`src/rtl/lin_count_pkg.sv`:
```
// Shared constants, state encoding and parity helper for the linear-approximation
// counting engine and its plaintext FIFO.
package lin_count_pkg;

   localparam int DEF_DATA_W     = 64;
   localparam int DEF_NUM_MASKS  = 4;
   localparam int DEF_CNT_W      = 64;
   localparam int DEF_FIFO_DEPTH = 16;

   // Upper bound on the width the parity helper reduces; narrower operands are zero-extended.
   localparam int PAR_MAX_W = 1024;

   typedef logic [1:0] state_t;

   localparam logic [1:0] ST_IDLE  = 2'd0;
   localparam logic [1:0] ST_RUN   = 2'd1;
   localparam logic [1:0] ST_DRAIN = 2'd2;
   localparam logic [1:0] ST_DONE  = 2'd3;

   function automatic logic parity(input logic [PAR_MAX_W-1:0] v);
      return ^v;
   endfunction

endpackage

```
`src/rtl/lin_count_engine_fifo.sv`:
```
// In-flight plaintext FIFO: holds issued plaintexts until their ciphertexts return.
// A push and a pop in the same cycle are both honoured even when full.
module lin_pt_fifo
   import lin_count_pkg::*;
#(
   parameter int DATA_W = DEF_DATA_W,
   parameter int DEPTH  = DEF_FIFO_DEPTH
)
(
   input  logic              i_clk,
   input  logic              i_rst,
   input  logic              i_clr,
   input  logic              i_push,
   input  logic [DATA_W-1:0] i_push_data,
   input  logic              i_pop,
   output logic [DATA_W-1:0] o_head,
   output logic              o_full,
   output logic              o_empty
);

   localparam int AW = $clog2(DEPTH);

   logic [DATA_W-1:0] r_mem [DEPTH];
   logic [AW-1:0]     r_wr;
   logic [AW-1:0]     r_rd;
   logic [AW:0]       r_cnt;

   logic w_do_push;
   logic w_do_pop;

   assign o_full    = (r_cnt == (AW+1)'(DEPTH));
   assign o_empty   = (r_cnt == '0);
   assign o_head    = r_mem[r_rd];
   assign w_do_push = i_push & (~o_full | i_pop) & ~i_clr;
   assign w_do_pop  = i_pop & ~o_empty & ~i_clr;

   always_ff @(posedge i_clk) begin
      if (w_do_push) begin
         r_mem[r_wr] <= i_push_data;
      end
   end

   always_ff @(posedge i_clk or posedge i_rst) begin
      if (i_rst) begin
         r_wr  <= '0;
         r_rd  <= '0;
         r_cnt <= '0;
      end else if (i_clr) begin
         r_wr  <= '0;
         r_rd  <= '0;
         r_cnt <= '0;
      end else begin
         if (w_do_push) begin
            r_wr <= r_wr + AW'(1);
         end
         if (w_do_pop) begin
            r_rd <= r_rd + AW'(1);
         end
         case ({w_do_push, w_do_pop})
            2'b10:   r_cnt <= r_cnt + (AW+1)'(1);
            2'b01:   r_cnt <= r_cnt - (AW+1)'(1);
            default: r_cnt <= r_cnt;
         endcase
      end
   end

endmodule

```
`src/rtl/lin_count_engine.sv`:
```
// Linear-approximation counting engine: issues LFSR plaintexts to a cipher core and
// scores each returning ciphertext against NUM_MASKS input/output mask pairs.
//
// state    | meaning
// ST_IDLE  | waiting for start; ciphertexts ignored
// ST_RUN   | issuing plaintexts and counting returning ciphertexts
// ST_DRAIN | all plaintexts issued; waiting for remaining ciphertexts
// ST_DONE  | run complete, done held; start re-arms
module lin_count_engine
   import lin_count_pkg::*;
#(
   parameter int DATA_W     = DEF_DATA_W,
   parameter int NUM_MASKS  = DEF_NUM_MASKS,
   parameter int CNT_W      = DEF_CNT_W,
   parameter int FIFO_DEPTH = DEF_FIFO_DEPTH
)
(
   input  logic                          clk,
   input  logic                          rst,
   input  logic                          start,
   input  logic                          restart_block,
   input  logic [DATA_W-1:0]             seed,
   input  logic [DATA_W-1:0]             polynomial,
   input  logic [NUM_MASKS*DATA_W-1:0]   mask_i,
   input  logic [NUM_MASKS*DATA_W-1:0]   mask_o,
   input  logic [CNT_W-1:0]              counter_limit,
   output logic [DATA_W-1:0]             pt_data,
   output logic                          pt_valid,
   input  logic                          pt_ready,
   input  logic [DATA_W-1:0]             ct_data,
   input  logic                          ct_valid,
   output logic [NUM_MASKS*CNT_W-1:0]    counter,
   output logic [CNT_W-1:0]              samples,
   output logic                          done,
   output logic                          error
);

   state_t                        r_state;
   logic [DATA_W-1:0]             r_lfsr;
   logic [DATA_W-1:0]             r_poly;
   logic [NUM_MASKS*DATA_W-1:0]   r_mask_i;
   logic [NUM_MASKS*DATA_W-1:0]   r_mask_o;
   logic [CNT_W-1:0]              r_limit;
   logic [CNT_W-1:0]              r_issued;
   logic [CNT_W-1:0]              r_samples;
   logic                          r_error;

   logic                          w_start_acc;
   logic                          w_clear;
   logic                          w_pt_valid;
   logic                          w_push;
   logic                          w_pop_req;
   logic                          w_pop;
   logic                          w_fifo_full;
   logic                          w_fifo_empty;
   logic [DATA_W-1:0]             w_head;
   logic [DATA_W-1:0]             w_lfsr_next;
   logic [CNT_W-1:0]              w_issued_inc;
   logic [NUM_MASKS-1:0]          w_agree;

   assign w_start_acc  = start & ~restart_block & ((r_state == ST_IDLE) | (r_state == ST_DONE));
   assign w_clear      = restart_block | w_start_acc;
   assign w_pt_valid   = (r_state == ST_RUN) & (r_issued < r_limit) & ~w_fifo_full & ~restart_block;
   assign w_push       = w_pt_valid & pt_ready;
   assign w_pop_req    = ct_valid & (r_state != ST_IDLE) & ~w_clear;
   assign w_pop        = w_pop_req & ~w_fifo_empty;
   assign w_lfsr_next  = (r_lfsr >> 1) ^ (r_lfsr[0] ? r_poly : '0);
   assign w_issued_inc = r_issued + CNT_W'(1);

   assign pt_data  = r_lfsr;
   assign pt_valid = w_pt_valid;
   assign samples  = r_samples;
   assign done     = (r_state == ST_DONE);
   assign error    = r_error;

   lin_pt_fifo #(
      .DATA_W (DATA_W),
      .DEPTH  (FIFO_DEPTH)
   ) u_fifo (
      .i_clk       (clk),
      .i_rst       (rst),
      .i_clr       (w_clear),
      .i_push      (w_push),
      .i_push_data (r_lfsr),
      .i_pop       (w_pop),
      .o_head      (w_head),
      .o_full      (w_fifo_full),
      .o_empty     (w_fifo_empty)
   );

   always_ff @(posedge clk or posedge rst) begin
      if (rst) begin
         r_state   <= ST_IDLE;
         r_lfsr    <= '0;
         r_poly    <= '0;
         r_mask_i  <= '0;
         r_mask_o  <= '0;
         r_limit   <= '0;
         r_issued  <= '0;
         r_samples <= '0;
         r_error   <= 1'b0;
      end else if (restart_block) begin
         r_state   <= ST_IDLE;
         r_issued  <= '0;
         r_samples <= '0;
         r_error   <= 1'b0;
      end else if (w_start_acc) begin
         r_poly    <= polynomial;
         r_mask_i  <= mask_i;
         r_mask_o  <= mask_o;
         r_limit   <= counter_limit;
         // An all-zero LFSR would never leave zero, so a zero seed starts from 1.
         r_lfsr    <= (seed == '0) ? DATA_W'(1) : seed;
         r_issued  <= '0;
         r_samples <= '0;
         r_error   <= 1'b0;
         r_state   <= (counter_limit == '0) ? ST_DONE : ST_RUN;
      end else begin
         if (w_push) begin
            r_lfsr   <= w_lfsr_next;
            r_issued <= w_issued_inc;
            if (w_issued_inc == r_limit) begin
               r_state <= ST_DRAIN;
            end
         end
         if (w_pop) begin
            r_samples <= r_samples + CNT_W'(1);
         end
         if ((w_pop_req & w_fifo_empty) | (w_push & w_fifo_full & ~w_pop)) begin
            r_error <= 1'b1;
         end
         if ((r_state == ST_DRAIN) && (r_samples == r_limit)) begin
            r_state <= ST_DONE;
         end
      end
   end

   for (genvar k = 0; k < NUM_MASKS; k++) begin : g_pair
      logic [CNT_W-1:0] r_cnt;

      assign w_agree[k] = ~parity(PAR_MAX_W'((w_head  & r_mask_i[k*DATA_W +: DATA_W]) ^
                                             (ct_data & r_mask_o[k*DATA_W +: DATA_W])));

      always_ff @(posedge clk or posedge rst) begin
         if (rst) begin
            r_cnt <= '0;
         end else if (w_clear) begin
            r_cnt <= '0;
         end else if (w_pop & w_agree[k]) begin
            r_cnt <= r_cnt + CNT_W'(1);
         end
      end

      assign counter[k*CNT_W +: CNT_W] = r_cnt;
   end

endmodule

```
`config.mk`:
```
export PLATFORM = sky130hd
export DESIGN_NAME = lin_count_engine
export DESIGN_NICKNAME = d
export VERILOG_FILES = /design/src/rtl/lin_count_pkg.sv /design/src/rtl/lin_count_engine_fifo.sv /design/src/rtl/lin_count_engine.sv
export SDC_FILE = /design/constraint.sdc
export NUM_CORES = 2
export LEC_CHECK = 0
export BUFFER_PORTS_ARGS = -buffer_cell sky130_fd_sc_hd__buf_2
export CAP_MARGIN = 20
export CORE_MARGIN = 4
export CORE_UTILIZATION = 35
export DETAILED_ROUTE_END_ITERATION = 8
export GPL_ROUTABILITY_DRIVEN = 0
export MAX_ROUTING_LAYER = met4
export SYNTH_ARGS = -nofsm -noshare
export SYNTH_HDL_FRONTEND = slang
export SYNTH_SLANG_ARGS = --single-unit
```
`constraint.sdc`:
```
create_clock -name clk -period 43.3 [get_ports clk]
set_clock_uncertainty 0.05 [all_clocks]
set_input_delay 8.66 -clock clk [delete_from_list [all_inputs] [get_ports clk]]
set_output_delay 8.66 -clock clk [all_outputs]
set_load 0.02 [all_outputs]
```
==> run_results.csv <==
group,metric,value,unit
synthesis,avgSynthCellArea,11.5,µm²
sta,final-hold-violation-count,0,
drt,drc,0,
clock_tree,cts_tree,"done",
synthesis,yosysWarningCount,0,
drt,via_per_inst,5.27,
layout,area_growth,18.6,%
synthesis,netlist_area,0.0973,mm²
worst_setup_path,path_class,"input port to primary output",
synthesis,ys_ff_latch,2128,
layout,final_common_cell,"nand2_1",
global_routing,antenna_found_initial,30,
layout,layout-drive-gt1-share,0.202,
synthesis,ys_seq_area_frac,0.600,
sta,setup_violations,0,
clock_tree,htreeDepth,4,
layout,nets,10500,
floorplan,core_region_area,0.276,mm²
clock_tree,cts_buffers,235,
sta,final.setup.tns,0,ns
floorplan,die_h,535,µm
worst_setup_path,setup.worst_path.end_class,"primary output",
global_routing,track_usage,0.244,
min_path,hold_path.class,"flip-flop to flip-flop",
placed_design,portBuffers,1160,
synthesis,postSynthCellCount,8441,
clock_tree,cts_resized,0,
floorplan,start_util,0.352,
clock_tree,clockBufferDepth,4,
power_and_ir_drop,p_leak,47.7,nW
sta,fmax,0.0546,GHz
drt,drtIter0Drc,7533,
synthesis,synth_ff_type,"dfrtp_1",
sta,worstMarginPinSlew,1.47,ns
clock_tree,clkSinkCount,2128,
layout,final_cell_mix,"2694 x nand2_1, 1160 x buf_2, 1099 x dfrtp_1",
job,maxCapViolCount,0,
synthesis,synth_edf_count,1024,
worst_setup_path,worstSetupStartpointType,"input port",
global_routing,grt_start_max_net_pins,228,
synthesis,synthArstFlopShare,0.519,
drt,drt_wl_total,353000,µm
status,status,"finished clean",
clock_tree,worstSkewPairLatency,0.93,ns
power_and_ir_drop,vdd_drop_max,274,µV
worst_setup_path,cp_max_fo,7,
floorplan,fp-row-count,193,
clock_tree,cts_root_buffer,"clkbuf_16",
worst_setup_path,crit_arrival,9.62,ns
floorplan,pin_count,1161,
clock_tree,cts_hold_buf,0,
power_and_ir_drop,p_per_area,63.4,mW/mm²
layout,layout.cells.non_filler,13568,
placed_design,dp_hpwl,253000,µm
clock_tree,cts_setup_buffers,0,
global_routing,grt_pass1_wl,497000,µm
synthesis,synth_cell_types,76,
sta,slew_headroom,0.0203,
floorplan,die_w,535,µm
drt,wl_per_cell,26.0,µm
global_routing,grt_pass1_vias,69712,
layout,fillerInstances,26122,
global_routing,overflow,0,
sta,slew_violations,0,
clock_tree,clk_pin_slew,0.05,ns
synthesis,synth_nets,9299,
sta,fin_crit_sh,0.423,
sta,fin_crit,18.33,ns
drt,drtPass1Iterations,5,
floorplan,fp.dieArea,0.286,mm²
worst_setup_path,crit_required,34.59,ns
sta,rsz0062_at_grt,"false",
drt,dr_total_vias,71560,
drt,ant_nets,0,
placed_design,dp.cells,13107,
path summary, 6_finish.rpt:
kind                                            start                               to  slack (ns)  cells past startpoint
min                            r_poly[37]$_DFFE_PP0P_           r_poly[37]$_DFFE_PP0P_        0.42                      2
min in group asynchronous                         rst         r_mask_o[30]$_DFFE_PP0P_        7.87                      2
min reg2reg                    r_poly[37]$_DFFE_PP0P_           r_poly[37]$_DFFE_PP0P_        0.42                      2
max in group asynchronous                         rst       u_fifo.r_rd[1]$_DFFE_PP0P_       31.51                      6
max reg2reg                u_fifo.r_rd[2]$_DFFE_PP0P_  g_pair[1].r_cnt[60]$_DFFE_PP0P_       34.81                     18
max                                     restart_block                         pt_valid       24.97                      5
routing by layer:
metal	vias to the layer above	routed length, µm	GRT usage	part of all wire
li1	31181	-	-	-
met1	35944	147000	0.337	0.42
met2	3689	154000	0.355	0.44
met3	746	32300	0.0398	0.092
met4	0	20100	0.111	0.057
met5	-	0	-	0
registers in the layout (all words and copies together) (netlist names):
register      cells
error             1
g_pair.r_cnt    256
pt_data          64
r_issued         64
r_limit          64
r_mask_i        256
r_mask_o        256
r_poly           64
r_state           2
samples          64
u_fifo.r_cnt      5
u_fifo.r_mem   1024
u_fifo.r_rd       4
u_fifo.r_wr       4
worst max-delay path, stage by stage:
cell,delay [ns]
buf_2,0.17
nor2_1,0.15
o2111ai_1,0.20
nor3b_1,0.24
buf_2,0.20
Yosys cell counts (102+ instances only):
library cell | count | share of area
mux2i_1 | 171 | 0.018
clkbuf_1 | 257 | 0.0099
inv_1 | 142 | 0.0055
nor2_1 | 502 | 0.019
nand3_1 | 171 | 0.0088
xor2_1 | 402 | 0.036
dfrtp_1 | 1104 | 0.28
a21oi_1 | 136 | 0.0070
edfxtp_1 | 1024 | 0.32
mux4_2 | 233 | 0.054
nand2_1 | 2694 | 0.10
o21ai_0 | 181 | 0.0093
nand4_1 | 102 | 0.0066
xnor2_1 | 592 | 0.053
cell families (layout without fill, tap and decap cells):
| group | after synthesis | count (layout) | synth area share |
|---|---|---|---|
| AND/OR/NAND/NOR | 3853 | 3853 | 0.164 |
| flip-flops | 2128 | 2128 | 0.600 |
| XOR/XNOR | 1027 | 1027 | 0.0971 |
| buffers and inverters | 490 | 1892 | 0.0239 |
| multiplexers | 435 | 435 | 0.0796 |
| AO/OA/AOI/OAI | 424 | 424 | 0.0247 |
| adder cells (fa/ha/maj) | 84 | 84 | 0.0109 |
| other | 0 | 20 | 0 |
stage by stage:
step | hold slack [ns] | power (mW) | setup WS (ns) | util | cell area [µm²]
global route | 0.438 | 7.73 | 24.91 | 0.417 | 115000
finish | 0.424 | 7.31 | 24.97 | 0.417 | 115000
global placement | 0.406 | 5.46 | 24.90 | 0.389 | 107000
floorplan | 0.388 | 4.08 | 3.51 | - | 97300
detailed placement | 0.412 | 5.50 | 24.96 | 0.389 | 107000
CTS | 0.427 | 7.55 | 24.95 | 0.417 | 115000
where the power goes:
| part | total, mW | internal [mW] | switching [mW] |
|---|---|---|---|
| Combinational | 2.48 | 0.846 | 1.63 |
| Sequential | 2.80 | 2.49 | 0.311 |
| Clock | 2.04 | 1.18 | 0.856 |
| Total | 7.31 | 4.52 | 2.80 |
area by class of cell:
type                            instances  area, µm²  share of cell area
Antenna cell                           20       50.0            0.000434
Timing Repair Buffer                 1312       7100              0.0615
Sequential cell                      2128      58400               0.506
Clock buffer                          318       6530              0.0566
Tap cell                             3705       4640              0.0402
Multi-Input combinational cell       5823      36800               0.319
Clock inverter                        120       1290              0.0111
Inverter                              142        541             0.00468
Note: power is estimated with default switching activity, not from simulation.
